$ cat config.mk
export PLATFORM = sky130hd
export DESIGN_NAME = seg_display_sched
export DESIGN_NICKNAME = d
export VERILOG_FILES = /design/src/rtl/seg_display_sched.sv
export SDC_FILE = /design/constraint.sdc
export NUM_CORES = 1
export LEC_CHECK = 0
export CAP_MARGIN = 25
export CELL_PAD_IN_SITES_DETAIL_PLACEMENT = 1
export CELL_PAD_IN_SITES_GLOBAL_PLACEMENT = 2
export CORE_MARGIN = 5
export CORE_UTILIZATION = 30
export CTS_CLUSTER_SIZE = 10
export DETAILED_ROUTE_END_ITERATION = 8
export PLACE_DENSITY = 0.8
export SLEW_MARGIN = 0
export SYNTH_ARGS = -nofsm -noshare
export SYNTH_HDL_FRONTEND = slang
export SYNTH_SLANG_ARGS = --single-unit
$ cat constraint.sdc
create_clock -name clk -period 6.3 [get_ports clk]
set_input_delay 1.26 -clock clk [delete_from_list [all_inputs] [get_ports clk]]
set_output_delay 1.26 -clock clk [all_outputs]
set_load 0.01 [all_outputs]
$ cat src/rtl/seg_display_sched.sv
// Rotating 3-source scheduler for an 8-digit display: stores requester values and
// shows each loaded source for DWELL cycles. Optional clr[2:0] input via SEG_SCHED_CLEAR_EN.
module seg_display_sched #(
    parameter int unsigned DWELL = 32'd115_000_000,
    parameter int unsigned CW    = 32'd28
) (
    input  logic        clk,
    input  logic        rst_n,
    input  logic [2:0]  wr_en,
    input  logic [31:0] wr_data0,
    input  logic [31:0] wr_data1,
    input  logic [31:0] wr_data2,
    input  logic        pause,
`ifdef SEG_SCHED_CLEAR_EN
    input  logic [2:0]  clr,
`endif
    output logic [2:0]  wr_ack,
    output logic [31:0] disp_data,
    output logic [1:0]  disp_src,
    output logic        disp_valid,
    output logic        dwell_tick
);

    typedef enum logic [1:0] {ST_IDLE = 2'd0, ST_SHOW = 2'd1, ST_HOLD = 2'd2} state_t;

    localparam logic [CW-1:0] CNT_LAST = CW'(DWELL - 32'd1);
    localparam logic [CW-1:0] CNT_ONE  = CW'(1);

    state_t        state_r, state_nx;
    logic [31:0]   data_r [3];
    logic [31:0]   data_nx [3];
    logic [31:0]   wr_data_s [3];
    logic [2:0]    loaded_r, loaded_nx;
    logic [CW-1:0] cnt_r, cnt_nx;
    logic [1:0]    src_r, src_nx;
    logic          tick_nx;
    logic [2:0]    clr_s;
    logic          run_s;

`ifdef SEG_SCHED_CLEAR_EN
    assign clr_s = clr;
`else
    assign clr_s = 3'b000;
`endif

    assign wr_data_s[0] = wr_data0;
    assign wr_data_s[1] = wr_data1;
    assign wr_data_s[2] = wr_data2;
    assign run_s        = (state_r != ST_IDLE) && !pause;

    // Next loaded source after src in cyclic order 0->1->2->0; src itself if it is the only one.
    function automatic logic [1:0] next_loaded(input logic [1:0] src, input logic [2:0] mask);
        logic [1:0] idx;
        logic [1:0] res;
        logic       found;
        idx   = src;
        res   = src;
        found = 1'b0;
        for (int k = 0; k < 3; k++) begin
            idx = (idx == 2'd2) ? 2'd0 : idx + 2'd1;
            if (mask[idx] && !found) begin
                res   = idx;
                found = 1'b1;
            end else begin
                res   = res;
            end
        end
        return res;
    endfunction

    function automatic logic [1:0] lowest_set(input logic [2:0] v);
        return v[0] ? 2'd0 : (v[1] ? 2'd1 : 2'd2);
    endfunction

    // Next-state computation: storage, preemption, clear-advance and dwell rotation.
    always_comb begin
        loaded_nx = loaded_r;
        src_nx    = src_r;
        cnt_nx    = cnt_r;
        tick_nx   = 1'b0;
        state_nx  = state_r;
        for (int i = 0; i < 3; i++) begin
            data_nx[i] = data_r[i];
            if (wr_en[i]) begin
                data_nx[i]   = wr_data_s[i];
                loaded_nx[i] = 1'b1;
            end else if (clr_s[i]) begin
                data_nx[i]   = 32'h0;
                loaded_nx[i] = 1'b0;
            end else begin
                data_nx[i]   = data_r[i];
            end
        end
        // Preemption beats everything, including a rotation landing in the same cycle.
        if ((wr_en != 3'b000) && ((state_r == ST_IDLE) || run_s)) begin
            src_nx = lowest_set(wr_en);
            cnt_nx = '0;
        end else if ((state_r != ST_IDLE) && !loaded_nx[src_r]) begin
            src_nx = next_loaded(src_r, loaded_nx);
            cnt_nx = '0;
        end else if (run_s) begin
            if (cnt_r == CNT_LAST) begin
                cnt_nx  = '0;
                tick_nx = 1'b1;
                src_nx  = next_loaded(src_r, loaded_nx);
            end else begin
                cnt_nx  = cnt_r + CNT_ONE;
            end
        end else begin
            cnt_nx = cnt_r;
        end
        if (loaded_nx == 3'b000) begin
            state_nx = ST_IDLE;
            src_nx   = 2'd0;
            cnt_nx   = '0;
        end else if (pause) begin
            state_nx = ST_HOLD;
        end else begin
            state_nx = ST_SHOW;
        end
    end

    // State, storage and registered outputs.
    always_ff @(posedge clk or negedge rst_n) begin
        if (!rst_n) begin
            state_r    <= ST_IDLE;
            loaded_r   <= 3'b000;
            cnt_r      <= '0;
            src_r      <= 2'd0;
            wr_ack     <= 3'b000;
            dwell_tick <= 1'b0;
            disp_data  <= 32'h0;
            disp_valid <= 1'b0;
            for (int i = 0; i < 3; i++) begin
                data_r[i] <= 32'h0;
            end
        end else begin
            state_r    <= state_nx;
            loaded_r   <= loaded_nx;
            cnt_r      <= cnt_nx;
            src_r      <= src_nx;
            wr_ack     <= wr_en;
            dwell_tick <= tick_nx;
            disp_data  <= (state_nx == ST_IDLE) ? 32'h0 : data_nx[src_nx];
            disp_valid <= (loaded_nx != 3'b000);
            for (int i = 0; i < 3; i++) begin
                data_r[i] <= data_nx[i];
            end
        end
    end

    assign disp_src = src_r;

endmodule

==> results.ini, run 1 <==
[die]
chipHeight_um = 166.2
ios = 141
initial_core_util_pct = 30.26
dieArea_um2 = 27610
num_rows = 57
core-area_um2 = 24180
die_w_um = 166.2

[critical_path]
r2r_slack_ns = 2.90
cp_cell_sequence = buf_2, nor2_1, nor3b_1, or2_2, a211oi_2, o31ai_4, buf_4, mux2i_1, o21ai_1
crit_arrival_ns = 4.32
r2r-end = disp_data[13]
start_kind = primary input
path_class = in -> reg
slowest_delay_ns = 0.73
cp_slowest_cell = buf_4
required_ns = 6.59
worstRegToRegCells = 9
cp_max_fo = 63
r2r-start = cnt_r[0]
critPathCaptureType = flop

[power_and_ir_drop]
power_switching_w = 0.0007586
pwr_density_cell_nw_per_um2 = 293.9
p_leak_nw = 3.979
ir_worst_vdd_uv = 157.9
swShare_pct = 26.82
p_clk_share_pct = 38.3
seq_power_share_pct = 43.6
p_comb_share_pct = 18.2
internal-power_w = 0.002070

[synthesis]
yosys.area.top_type = dfrtp_1
synth_top_family_by_area = multiplexers
ys_top_cells_by_count = dfrtp_1 (168), mux2_2 (96), nand3_1 (39)
postSynthAreaPerCell_um2 = 12.26
syn_nets = 700
synth_edf_count = 0
yosysMostFrequentCell = dfrtp_1
synth_top_area_share_pct = 57.46
synthAdderAreaFrac_pct = 0.1710
synth_cell_types = 51
synth_xor_area_share_pct = 0.3591
synth-seq-cells = 168
synth-simple-area-share_pct = 11.34
ys_warn_count = 0
yosys_most_used_dff = dfrtp_1
async_flop_share_pct = 100.0
synth_area_um2 = 7317
synth_compound_area_share_pct = 8.533
ys_seq_area_share_pct = 57.46
muxShareOfSynthArea_pct = 19.15
syn_inst = 597
synth_area_leaders = dfrtp_1 (57%), mux2_2 (15%), mux2i_1 (4.4%)

[worst_hold_path]
min_path_cells = 1
min_from = data_r[77]
worst_hold_path_type = reg -> reg
holdPathEnd = data_r[77]

[place]
post_dp_cell_area_um2 = 8980
io_buffers = 140
dp_cells = 1032
hpwl_um = 12910
gp_congestion = 0.7713

[grt]
overflow = 0
grt_max_degree = 94
grt_pass1_wl_um = 32360
antenna_found_initial = 2
grtUsageTotal_pct = 14.48
grt_pass1_vias = 5721

[cts]
cts_made_buffers = 17
postCtsSetupRepairBufs = 0
cts_tree = built
ctsHtreeMaxLevel = 4
cts_resized = 0
clk_path_buf_depth = 2
cts_sinks = 168
postCtsHoldBufs = 0
clk_latency_ns = 0.43
clkTransAtPathRegs_ns = 0.06
clock_tree.root_cell = clkbuf_16

[layout]
n_antenna_cell = 0
stdcell_count = 1065
drive_gt1_share_pct = 21.19
stdcell_area_um2 = 9625
syn2layout_area_growth_pct = 31.55
nets = 831
n_fill_cell = 2550

[detailed_routing]
dr.pass1.iters = 4
vias = 5308
drt-wirelength-per-cell_um = 18.54
ant_nets = 0
wl_um = 19750
drt_iter0_markers = 186
drc = 0
via_per_inst = 4.984

[sta]
clock.fmax_mhz = 248.1
drv_slew = 0
tightest_slew_ns = 0.9356
report.final.setup_viol = 0
fin_setup_tns_ns = 0
slew_headroom_pct = 37.63
skew_ns = 0.01575
hold_viol = 0
rsz0062_at_grt = no
hold_ws_ns = 0.4942
period_needed_ns = 4.031
fin_crit_sh_pct = 63.98

[flow_run]
maxCapViolations = 0

[outcome]
status = finished, final reports clean

-- registers in the layout, summed over array words and instances, names as in the netlist --
signal and flops:
disp_valid 1, disp_data 32, loaded_r 3, disp_src 2, state_r 2, dwell_tick 1, data_r 96, cnt_r 28
wr_ack 3
-- worst max-delay path by stage --
| stage | from | end | slack, ns | cells after the start |
|---|---|---|---|---|
| 4_1_cts | wr_en[2] | disp_data[4] | 2.24 | 9 |
| 3_5_place_dp | wr_en[2] | disp_data[13] | 1.82 | 9 |
| 3_3_place_gp | wr_en[2] | disp_data[10] | 1.94 | 9 |
| 5_1_grt | wr_en[2] | disp_data[13] | 2.02 | 9 |
| 2_1_floorplan | wr_en[1] | cnt_r[12] | 3.16 | 9 |
| 6_report | wr_en[2] | disp_data[13] | 2.27 | 9 |
-- cells in the final DEF, fill, tap and decap left out, types with 3 or more instances in the layout --
cell,instances
dfrtp_1,168
clkdlybuf4s50_1,136
mux2_2,96
nand3_1,39
o21ai_0,37
mux2i_1,32
o21ai_1,30
nand2_1,26
nor2_1,24
clkbuf_16,17
o31ai_1,11
a21oi_1,8
nor4_1,7
nor3_1,7
and3_1,7
buf_4,7
inv_1,6
nand4_1,5
nor2b_1,5
or3_1,4
or2_2,4
inv_6,4
nor3b_1,3
o22ai_1,3
a31oi_1,3
xnor2_1,3
o41ai_1,3
clkinv_4,3
inv_8,3
buf_2,3
-- metrics by stage --
step / setup WS [ns] / utilization [%] / power, W
after floorplan: 3.161 / - / 0.001514
after global placement: 1.938 / 37.14 / 0.001761
after detailed placement: 1.823 / 37.14 / 0.001775
after CTS: 2.239 / 39.70 / 0.002872
after global routing: 2.025 / 39.81 / 0.002973
final: 2.269 / 39.81 / 0.002829
-- metal layers --
layer / wire length [um] / vias up / global-route usage, %
met5: 34 / - / 0
met4: 230 / 4 / 4.053
met3: 956 / 22 / 3.785
met2: 9256 / 124 / 22.67
met1: 9268 / 2741 / 19.93
li1: - / 2417 / -
-- power groups by stage --
stage	clock network [W]	registers (W)	logic [W]
after floorplan	0	0.00127	0.000249
after global placement	0	0.00125	0.000511
after detailed placement	0	0.00126	0.000520
after CTS	0.00111	0.00124	0.000522
after global routing	0.00117	0.00125	0.000560
final	0.00108	0.00123	0.000514
-- area by class of cell --
cell class,count,area (um2),share of cell area [%]
sequential,168,4204,43.68
multi-input combinational,387,2908,30.21
timing repair buffer,148,1468,15.25
clock buffer,18,439.2,4.563
tap,324,405.4,4.212
clock inverter,14,178.9,1.859
inverter,6,22.52,0.2340
-- cell families after synthesis --
kind of cell / Yosys count
simple gates: 151
mux: 128
fa+ha+maj: 1
compound gates: 104
buf+inv: 42
flops: 168
xor+xnor: 3
-- worst max-delay path: cells and delay by family --
kind	cells	cell delay, ns
buffers and inverters	2	1.40
AND/OR/NAND/NOR	3	0.93
multiplexers	1	0.30
AO/OA/AOI/OAI	3	0.36
Note: power is estimated with default switching activity, not from simulation.
==> run 2: changes to the inputs <==
- PLACE_DENSITY: 0.8 -> 0.83
- clock period: 6.3 -> 3.6 ns (I/O delays scaled with it)
==> run 2 against run 1 <==
- sequential share of layout area hardly changed
- setup slack worse by 1.7 ns
- clock-buffer cell count is 1 lower
- worst hold slack worse by 0.22 ns
- critical path depth is 1 lower
- via count is 0.89% lower
- non-clock buffer count is 4 higher
- routed wire length is 1.7% higher
- critical path type unchanged
- critical endpoint is now disp_data[9]
- largest cell class unchanged
==> results.ini, run 2 (synthesis results as in run 1) <==
[outcome]
status = finished, final reports clean

[flow_run]
maxCapViolations = 0

[layout]
nets = 835
mostFrequentLayoutCells = dfrtp_1 (168), clkdlybuf4s50_1 (136), mux2_2 (96)
n_fill_cell = 2566
largest_register = data_r
syn2layout_area_growth_pct = 31.48
largest_register_ffs = 96
top_regs = data_r: 96 flops, disp_data: 32 flops, cnt_r: 28 flops
drive_gt1_share_pct = 21.51
stdcell_count = 1068
final_common_cell = dfrtp_1
n_antenna_cell = 0

[cts]
clock_tree.root_cell = clkbuf_16
cts_tree = built
postCtsSetupRepairBufs = 0
clkTransAtPathRegs_ns = 0.07
cts_sinks = 168
clk_path_buf_depth = 2
ctsHtreeMaxLevel = 4
postCtsHoldBufs = 0
clk_latency_ns = 0.43
cts_resized = 0
cts_made_buffers = 17

[sta]
period_needed_ns = 2.983
slew_headroom_pct = 51.78
rsz0062_at_grt = no
clock.fmax_mhz = 335.3
hold_viol = 0
drv_slew = 0
fin_setup_tns_ns = 0
hold_ws_ns = 0.2726
report.final.setup_viol = 0
skew_ns = 0.01208
fin_crit_sh_pct = 82.85
tightest_slew_ns = 0.7157

[grt]
grt_max_degree = 64
grt_busiest_layer = met2
use_met3_pct = 3.452
use_met2_pct = 24.88
antenna_found_initial = 0
grt_pass1_vias = 5931
grt_util_met1_pct = 19.52
grtUsageTotal_pct = 14.82
grt_pass1_wl_um = 32930
overflow = 0

[die]
initial_core_util_pct = 30.26
dieArea_um2 = 27610
core-area_um2 = 24180
die_w_um = 166.2
chipHeight_um = 166.2
num_rows = 57
ios = 141

[critical_path]
start_kind = primary input
timing.critical_path.from = pause
path_class = in -> reg
required_ns = 3.89
critPathCaptureType = flop
r2r-start = cnt_r[0]
crit_arrival_ns = 3.27
cp_max_fo = 63

[worst_hold_path]
worst_hold_path_type = in -> async

[detailed_routing]
wl_um = 20090
vias = 5261
drt-wirelength-per-cell_um = 18.81
dr.pass1.iters = 4
via_per_inst = 4.926
drc = 0
drt_iter0_markers = 247
ant_nets = 0

[power_and_ir_drop]
p_total_w = 0.004851
p_leak_nw = 3.984
p_comb_share_pct = 18.7
internal-power_w = 0.003483
pwr_density_cell_nw_per_um2 = 504.2
p_clk_share_pct = 36.8
seq_power_share_pct = 44.4
power_switching_w = 0.001367
swShare_pct = 28.19
ir_worst_vdd_uv = 284.6

[place]
gp_congestion = 0.7698
dp_cells = 1037
hpwl_um = 13460
io_buffers = 140

[run 2: changes by cell type in the layout (fill, tap and decap cells not counted), moves of 2 or more]
cell and change:
clkinv_4 +2, bufinv_16 -2, buf_12 +2, buf_4 +3, inv_6 -3, inv_8 +3
[run 2: path summary, 6_finish.rpt]
path	end	slack (ns)	cells after the start
max in group asynchronous	loaded_r[0]	2.48	2
worst min-delay path	data_r[57]	0.27	1
worst max register to register	disp_data[9]	0.67	9
worst min register to register	data_r[94]	0.50	1
worst max-delay path	disp_data[9]	0.62	8
min in group clk	data_r[94]	0.50	1
[run 2: final cells by class]
class | instances | area [um2] | area share (%)
Clock buffer | 17 | 425.4 | 4.422
Clock inverter | 14 | 152.6 | 1.587
Timing Repair Buffer | 152 | 1503 | 15.62
Sequential cell | 168 | 4204 | 43.70
Inverter | 6 | 22.52 | 0.2341
Tap cell | 324 | 405.4 | 4.214
Multi-Input combinational cell | 387 | 2908 | 30.22
[run 2: critical path, stage by stage]
cell,delay (ns)
clkdlybuf4s50_1,0.49
or2_2,0.34
nor4_1,0.41
o21ai_0,0.26
o31ai_4,0.30
buf_12,0.33
mux2i_1,0.26
o21ai_1,0.09
[run 2: routing by layer]
metal  vias up  part of all wire (%)
met4         0                   1.2
met5         -                     0
met2       112                    49
met3        15                   3.9
li1       2433                     -
met1      2701                    46
[run 2: power groups by stage]
stage / clock network, W / logic [W] / registers (W)
floorplan: 0 / 0.000435 / 0.00221
global placement: 0 / 0.000903 / 0.00219
detailed placement: 0 / 0.000922 / 0.00220
CTS: 0.00184 / 0.000927 / 0.00216
global route: 0.00192 / 0.000992 / 0.00218
finish: 0.00179 / 0.000909 / 0.00216
[run 2: stage by stage]
stage	setup WS [ns]	cell area (um2)	util, %
3_5_place_dp	0.2381	9042	37.40
6_report	0.6174	9620	39.79
4_1_cts	0.6479	9620	39.79
2_1_floorplan	1.001	7317	-
5_1_grt	0.3830	9620	39.79
3_3_place_gp	0.3222	9042	37.40
==> run 3: changes to the inputs <==
- PLACE_DENSITY: 0.83 -> 0.8
- clock period: 3.6 -> 3.1 ns (I/O delays scaled with it)
==> run 3 against run 2 <==
- utilization rose by 0.78 points
- sequential share of layout area is 0.84 points lower
- register-to-register slack got worse by 0.35 ns
- sequential power up 16%
- final area increased by 2.0%
- final cell count up 1.6%
- clock skew grew 0.0012 ns
- clock power rose by 16%
- largest cell class unchanged
- sequential cell count unchanged
- critical path depth rose by 2
==> results.ini, run 3 (synthesis results as in run 1) <==
[sta]
skew_ns = 0.01330
slew_headroom_pct = 52.26
hold_viol = 0
clock.fmax_mhz = 360.1
rsz0062_at_grt = no
period_needed_ns = 2.777
drv_slew = 0
fin_crit_sh_pct = 89.58
tightest_slew_ns = 0.7161
report.final.setup_viol = 0
worst_slack_ns = 0.3231

[layout]
ff_latch_area_um2 = 4204
largest_register_ffs = 96
multi_input_area_um2 = 2908
final_common_cell = dfrtp_1
nets = 849
largest_register = data_r
mostFrequentLayoutCells = dfrtp_1 (168), clkdlybuf4s50_1 (136), mux2_2 (96)
top_regs = data_r: 96 flops, disp_data: 32 flops, cnt_r: 28 flops
syn2layout_area_growth_pct = 34.06
final_core_util_pct = 40.57
stdcell_count = 1085
n_fill_cell = 2548
drive_gt1_share_pct = 22.92

[critical_path]
cp_slowest_cell = dfrtp_1
r2r-start = cnt_r[0]
cp_max_fo = 22
r2r_slack_ns = 0.32
cp_common_cell = buf_12
worstRegToRegCells = 10
start_kind = flop
r2r-end = disp_data[19]
path_class = reg -> reg
crit_arrival_ns = 3.09
required_ns = 3.41
slowest_delay_ns = 0.39
worst-path-buf-inv = 2
critPathCaptureType = flop
crit_family = simple AND/OR/NAND/NOR gates
cp_cell_sequence = ha_1, nand3_2, or2_4, nor4_1, o21ai_0, o31ai_4, buf_12, buf_12, mux2i_1, o21ai_1

[place]
post-place-ws_ns = -0.06611
io_buffers = 140
dp_cells = 1051
hpwl_um = 14000
gp_congestion = 0.7863

[detailed_routing]
drc = 0
drt_iter0_markers = 202
dr.pass1.iters = 4
vias = 5261
wl_um = 19900
via_per_inst = 4.849
drt-wirelength-per-cell_um = 18.34
ant_nets = 0

[cts]
ctsHtreeMaxLevel = 4
postCtsSetupRepairBufs = 0
postCtsHoldBufs = 0
clock_tree.root_cell = clkbuf_16
clk_latency_ns = 0.43
cts_tree = built
clk_path_buf_depth = 2
cts_resized = 0
cts_made_buffers = 17
clkTransAtPathRegs_ns = 0.08
cts_sinks = 168

[grt]
grtUsageTotal_pct = 14.52
overflow = 0
grt_max_degree = 60
grt_pass1_wl_um = 32310
grt_pass1_vias = 5652
antenna_found_initial = 2

[power_and_ir_drop]
p_leak_nw = 4.082
power_switching_w = 0.001592
pwr_density_cell_nw_per_um2 = 580.1
p_clk_share_pct = 36.4
ir_worst_vdd_uv = 322.6
internal-power_w = 0.004098
seq_power_share_pct = 44.0
p_total_w = 0.005690
swShare_pct = 27.98
p_comb_share_pct = 19.6

[outcome]
status = finished, final reports clean

[worst_hold_path]
worst_hold_path_type = in -> async

[die]
ios = 141
dieArea_um2 = 27610
initial_core_util_pct = 30.26
chipHeight_um = 166.2
die_w_um = 166.2
num_rows = 57
core-area_um2 = 24180

[flow_run]
maxCapViolations = 0

## run 3: cell count changes in the layout (fill, tap and decap cells not counted)
cell,previous run,this run
buf_12,2,8
buf_4,10,18
clkbuf_1,0,1
diode_2,0,2
## run 3: power by group through the flow
stage	clock network, W	logic [W]	registers [W]
final	0.00207	0.00111	0.00250
after global routing	0.00225	0.00121	0.00252
after CTS	0.00215	0.00114	0.00251
after detailed placement	0	0.00113	0.00255
after global placement	0	0.00111	0.00254
after floorplan	0	0.000505	0.00257
## run 3: final cells by class
class	instances	share of cell area (%)
well taps	324	4.133
flip-flops and latches	168	42.86
clock inverters	14	1.556
inverters	6	0.2296
diodes	2	0.05102
multi-input cells	387	29.64
repair buffers	166	17.16
clock buffers	18	4.375
## run 3: worst max-delay path by stage
stage | start | to | slack [ns] | depth (start not counted)
after global placement | pause | disp_data[8] | 0.08 | 9
after global routing | cnt_r[0] | disp_data[19] | 0.12 | 10
final | cnt_r[0] | disp_data[19] | 0.32 | 10
after floorplan | wr_en[1] | cnt_r[12] | 0.60 | 9
after detailed placement | pause | disp_data[19] | -0.07 | 9
after CTS | cnt_r[0] | disp_data[19] | 0.30 | 10
## run 3: through the flow
step | hold slack [ns] | setup TNS (ns) | cell area, um2
finish | 0.1566 | 0 | 9809
global route | 0.1878 | 0 | 9807
CTS | 0.1684 | 0 | 9804
detailed placement | 0.4846 | -0.8390 | 9223
global placement | 0.4799 | 0 | 9223
floorplan | 0.3244 | 0 | 7317
## run 3: metal layers
metal / up-vias / share of wire (%) / GRT usage [%]
met2: 104 / 47 / 23.31
met4: 2 / 1.1 / 3.623
met5: - / 0.065 / 0
met1: 2668 / 48 / 19.95
li1: 2472 / - / -
met3: 15 / 4.0 / 3.404
==> edit 1: new RTL, settings of run 2 <==
Re-encode `state_t` (3 states) as one-hot, 3 bits wide.
--- a/src/rtl/seg_display_sched.sv
+++ b/src/rtl/seg_display_sched.sv
@@ -21,7 +21,7 @@
     output logic        dwell_tick
 );
 
-    typedef enum logic [1:0] {ST_IDLE = 2'd0, ST_SHOW = 2'd1, ST_HOLD = 2'd2} state_t;
+    typedef enum logic [2:0] {ST_IDLE = 3'b001, ST_SHOW = 3'b010, ST_HOLD = 3'b100} state_t;
 
     localparam logic [CW-1:0] CNT_LAST = CW'(DWELL - 32'd1);
     localparam logic [CW-1:0] CNT_ONE  = CW'(1);
Behaviour: no difference found for any inputs over 4 cycles, from zero or initial values and one cycle with rst_n low; so few cycles prove little.
==> edit 1 against run 2 <==
Count of clock-buffer cells in the layout rose by 1; wire length about the same; sequential cell count rose by 1; clock power grew 5%; total power grew 6.7%; core utilization shrank 0.12 points; die area rose by 2.6%; area after synthesis increased by 2.7%; worst setup slack improved by 0.13 ns; design area rose by 2.7%; critical path type is now flop to flop; largest cell class unchanged.
==> edit 1: results (changes against run 2) <==
Outcome
  • Status: finished clean

Routing
  • Drt total wl: 20.09 mm (about the same)
  • Wire per inst: 18.85 um (+0.21%)
  • Vias per cell: 4.789 (-2.8%)
  • Drt initial violations: 233 (-5.7%)
  • Drt pass-1 iters: 4 (unchanged)

STA
  • Clock Skew: 0.01041 ns (-0.001669 ns)
  • Hold_ws: 0.3107 ns (+0.03807 ns)
  • Minimum clock period: 2.856 ns (-0.1269 ns)
  • Final setup violation count: 0 (unchanged)
  • Slew headroom: 0.4782 (-0.03964)

Final layout
  • Ratio of cells with drive above 1 in the final layout: 0.2649 (+0.04989)
  • FILL cells: 2633 (+2.6%)
  • Ant diodes: 0 (unchanged)
  • Nets: 827 (-0.96%)

Synth
  • Mapped Nets: 683 (-2.4%)
  • Synth Area per Inst: 12.96 sq um (+5.7%)
  • Post-synth top cells: 168 x dfrtp_1, 96 x mux2_2, 47 x nand2_1, 32 x mux2i_1, 32 x nor2_1
  • Syn. warnings: 0 (unchanged)
  • Register area share after synthesis: 0.5627 (-0.01181)
  • Synth area leaders: dfrtp_1 56%, mux2_2 14%, o22ai_2 5.0%, mux2i_1 4.3%, nand2_1 2.3%
  • Post-synth cell types: 59 (+16%)

GRT
  • Largest net degree at the start of global routing: 78 (+22%)
  • Total global-route track usage: 0.1446 (-0.003615)
  • First-pass GRT wire length: 32.31 mm (-1.9%)
  • Initial antenna violation count: 1 (+1)
  • Vias in the first global route: 5662 (-4.5%)

Power and ir drop
  • Leakage: 4.187 nW (+5.1%)
  • VDD IR max: 0.0002599 V (-8.7%)

Worst setup path
  • Critical path arrival: 3.20 ns (-0.07 ns)
  • Worst reg-to-reg setup slack: 0.74 ns (+0.07 ns)
  • Reg2reg start: cnt_r[0]$_DFFE_PN0P_
  • Worst-case reg-to-reg path depth: 9 (unchanged)
  • R2r endpoint: disp_data[9]$_DFF_PN0_
  • CP Max Fanout: 18 (-71%)

Place
  • GP Congestion: 0.8161 (+6.0%)
  • Post-Place Setup Slack: 0.3361 ns (+0.09802 ns)
  • Post-DP HPWL: 13.98 mm (+3.8%)
  • Placed instance area: 9275 sq um (+2.6%)
  • Placed cells: 1035 (-0.19%)

Clocking
  • Clk buf depth: 2 (unchanged)
  • Clock net sink count: 169 (+0.60%)
  • Root buf cell: clkbuf_16
## edit 1: cell types whose count changed after synthesis, sizes merged, moves of 6 or more
cell	change
o22ai	+29
nor2	+10
nand3	-27
xnor2	+6
nand2	+23
a21oi	-7
o21ai	-47
## edit 1: cell families (layout without fill, tap and decap cells)
family                     count (synthesis)  after routing  synth area share
AOI/OAI and AO/OA                         81             81            0.1017
xor gates and xnor gates                  12             12           0.01398
adders and majority gates                  1              1          0.001664
buffers and inverters                     42            198           0.03062
DFF                                      169            169            0.5628
muxes                                    128            128            0.1864
and+or+nand+nor                          147            147            0.1029
## edit 1: routing by layer
metal  GRT usage  up-vias  wire length [um]
li1            -     2359                 -
met1      0.1940     2617              9381
met2      0.2324      106              9537
met3     0.03240       23               787
met4     0.04834        0               383
met5           0        -                 0
## edit 1: cell type report
cell class | instances | area [sq um] | area share
Clock inverter | 13 | 161.4 | 0.01634
Sequential cell | 169 | 4230 | 0.4284
Multi-Input combinational cell | 369 | 3067 | 0.3105
Inverter | 10 | 37.54 | 0.003801
Tap cell | 330 | 412.9 | 0.04181
Clock buffer | 18 | 439.2 | 0.04447
Timing Repair Buffer | 157 | 1528 | 0.1547
## edit 1: worst max path at each step
stage                                          to             startpoint
after floorplan           disp_data[10]$_DFF_PN0_               wr_en[1]
after global routing       disp_data[9]$_DFF_PN0_  cnt_r[20]$_DFFE_PN0P_
after detailed placement  disp_data[29]$_DFF_PN0_                  pause
final                      disp_data[9]$_DFF_PN0_   cnt_r[0]$_DFFE_PN0P_
after global placement    disp_data[23]$_DFF_PN0_                  pause
after CTS                 disp_data[13]$_DFF_PN0_   cnt_r[0]$_DFFE_PN0P_
## edit 1: report_power, final
part / switching (mW) / internal, mW
clock: 0.820 / 1.06
combinational: 0.514 / 0.581
sequential: 0.0842 / 2.11
## edit 1: critical path, stage by stage (launching register included)
cell and delay (ns):
dfrtp_1 0.39, ha_1 0.24, and2_1 0.23, nand4_2 0.18, or4_1 0.53, a221oi_2 0.31
or2_4 0.19, nand2_4 0.23, buf_4 0.30, o22ai_2 0.16
==> edit 2: new RTL, settings of run 2 <==
Made on the original files. The option `SEG_SCHED_CLEAR_EN` is turned on by a define.
--- a/src/rtl/seg_display_sched.sv
+++ b/src/rtl/seg_display_sched.sv
@@ -1,5 +1,7 @@
 // Rotating 3-source scheduler for an 8-digit display: stores requester values and
 // shows each loaded source for DWELL cycles. Optional clr[2:0] input via SEG_SCHED_CLEAR_EN.
+`define SEG_SCHED_CLEAR_EN
+
 module seg_display_sched #(
     parameter int unsigned DWELL = 32'd115_000_000,
     parameter int unsigned CW    = 32'd28
Ports: changed (added clr); port bits go from 141 to 144. No check against the original RTL was run, so the function may have changed too.
==> edit 2 against run 2 <==
First-iteration DRC count rose by 45%; clock power rose by 6%; worst setup slack got worse by 0.20 ns; non-clock buffer count rose by 28; global-route usage rose by 2.5 points; design area rose by 11%; wire length rose by 30%; maximum frequency fell by 6.4%; sequential cell count did not move; area after synthesis rose by 9.9%; sequential share of layout area fell by 4.3 points; total power rose by 10%; largest cell class unchanged; core utilization rose by 0.23 points; die area rose by 9.3%.
==> edit 2: results (changes against run 2) <==
Worst setup path
  • Critical path arrival: 3.49 ns (+0.22 ns)
  • Worst Setup SP: clr[1]
  • Worst-case reg-to-reg path depth: 9 (unchanged)
  • Critical-path top delay cell: buf_4
  • CP delay by family, top: buffers and inverters
  • Reg2reg start: cnt_r[6]$_DFFE_PN0P_
  • Slowest Stage Delay on Critical Path: 0.53 ns (+0.04 ns)
  • Worst reg-to-reg setup slack: 0.46 ns (-0.21 ns)
  • CP Max Fanout: 62 (-1.6%)
  • R2r endpoint: disp_data[12]$_DFF_PN0_

Final layout
  • Ratio of cells with drive above 1 in the final layout: 0.1282 (-0.08688)
  • Nets: 998 (+20%)
  • Largest registers: data_r: 96 flops, disp_data: 32 flops, cnt_r: 28 flops
  • FILL cells: 2895 (+13%)

Synth
  • Synth area leaders: dfrtp_1 52%, o32ai_2 6.1%, a22oi_1 5.5%, mux2i_1 4.0%, a22o_1 3.8%
  • Synth Area in Compound Gates: 0.2375 (+0.1522)
  • Share of the synthesized area in the top cell type: 0.5226 (-0.05192)
  • Mapped Nets: 853 (+22%)
  • XOR/XNOR Fraction of Synth Area: 0.01089 (+0.007297)
  • Post-synth cell types: 56 (+9.8%)
  • Largest family of logic cells by synthesized area: compound AO/OA/AOI/OAI gates
  • Post-synthesis adder-cell area fraction: 0.001555 (-0.0001545)
  • Post-synthesis mux area share: 0.03982 (-0.1517)
  • Register area share after synthesis: 0.5226 (-0.05192)
  • Post-synth top cells: 168 x dfrtp_1, 69 x inv_1, 67 x nand2_1, 59 x a22oi_1, 41 x clkbuf_1
  • FFs w/ async S/R, synth: 1.000 (unchanged)
  • Syn. warnings: 0 (unchanged)

Power and ir drop
  • Leakage: 4.800 nW (+20%)
  • VDD IR max: 0.0002437 V (-14%)

GRT
  • Largest net degree at the start of global routing: 89 (+39%)
  • Total global-route track usage: 0.1731 (+0.02487)
  • Initial antenna violation count: 1 (+1)
  • Vias in the first global route: 7024 (+18%)
  • First-pass GRT wire length: 41.42 mm (+26%)

Min path
  • HP Class: input pin to asynchronous set/reset pin

Routing
  • Drt pass-1 iters: 7 (+3)
  • Wire per inst: 20.97 um (+11%)
  • Vias per cell: 5.279 (+7.2%)
  • Drt initial violations: 357 (+45%)

STA
  • Hold_ws: 0.3167 ns (+0.04408 ns)
  • Clock Skew: 0.01672 ns (+0.004641 ns)
  • Slew headroom: 0.4152 (-0.1027)

Clocking
  • Setup Buffers After CTS: 0 (unchanged)
  • Worst skew pair latency: 0.44 ns
  • Clk buf depth: 2 (unchanged)
  • Clk slew on worst S/H paths: 0.07 ns (about the same)
  • PostCTS Resize Cnt: 0 (unchanged)
  • Root buf cell: clkbuf_16
  • Number of H-tree levels: 4 (unchanged)
  • Total CTS buffers: 17 (unchanged)

Outcome
  • Status: finished clean

Place
  • Post-DP HPWL: 18.18 mm (+35%)
  • Port Buf Inserts: 143 (+2.1%)
  • GP Congestion: 0.8104 (+5.3%)
-- edit 2: worst max path at each step --
stage / slack (ns) / to / depth (start not counted)
floorplan: 1.02 / disp_data[0]$_DFF_PN0_ / 9
global placement: 0.11 / disp_data[12]$_DFF_PN0_ / 10
detailed placement: 0.04 / disp_data[20]$_DFF_PN0_ / 10
CTS: 0.47 / disp_data[21]$_DFF_PN0_ / 10
global route: 0.27 / disp_data[23]$_DFF_PN0_ / 10
finish: 0.41 / disp_data[21]$_DFF_PN0_ / 10
-- edit 2: area by class of cell --
type                    count  area [sq um]  share of cell area
clock buffers              17         425.4             0.03989
repair buffers            180          1770              0.1660
diodes                      1         2.502           0.0002346
well taps                 341         426.7             0.04000
inverters                  69         259.0             0.02428
clock inverters            15         181.4             0.01701
multi-input cells         456          3396              0.3184
flip-flops and latches    168          4204              0.3942
-- edit 2: per-layer routing --
layer  routed length [um]  share of wire  vias to the layer above  global-route usage
met5                    0              0                        -                   0
met4                  659          0.025                        0             0.06236
met3                 1041          0.040                       32             0.02814
met2                12260           0.47                      172              0.2746
met1                12180           0.47                     3345              0.2399
li1                     -              -                     3034                   -
-- edit 2: cell families (layout without fill, tap and decap cells) --
group           Yosys count  count (layout)
compound gates          219             219
simple gates            194             194
flops                   168             168
buf+inv                 123             281
mux                      32              32
xor+xnor                 10              10
fa+ha+maj                 1               1
other cells               0               1
-- edit 2: report_power, final --
group,internal (mW),switching [mW],total (mW)
Combinational,0.640,0.681,1.32
Clock,0.997,0.892,1.89
Sequential,2.06,0.0842,2.15
-- edit 2: per-stage QoR --
step | util | total power [mW] | std cells | setup slack, ns | instance area, sq um
floorplan | - | 2.861 | 747 | 1.024 | 8044
global placement | 0.3773 | 3.498 | 1214 | 0.1101 | 10060
detailed placement | 0.3773 | 3.516 | 1214 | 0.03551 | 10060
CTS | 0.4001 | 5.425 | 1246 | 0.4696 | 10660
global route | 0.4002 | 5.605 | 1247 | 0.2745 | 10670
finish | 0.4002 | 5.358 | 1247 | 0.4145 | 10670
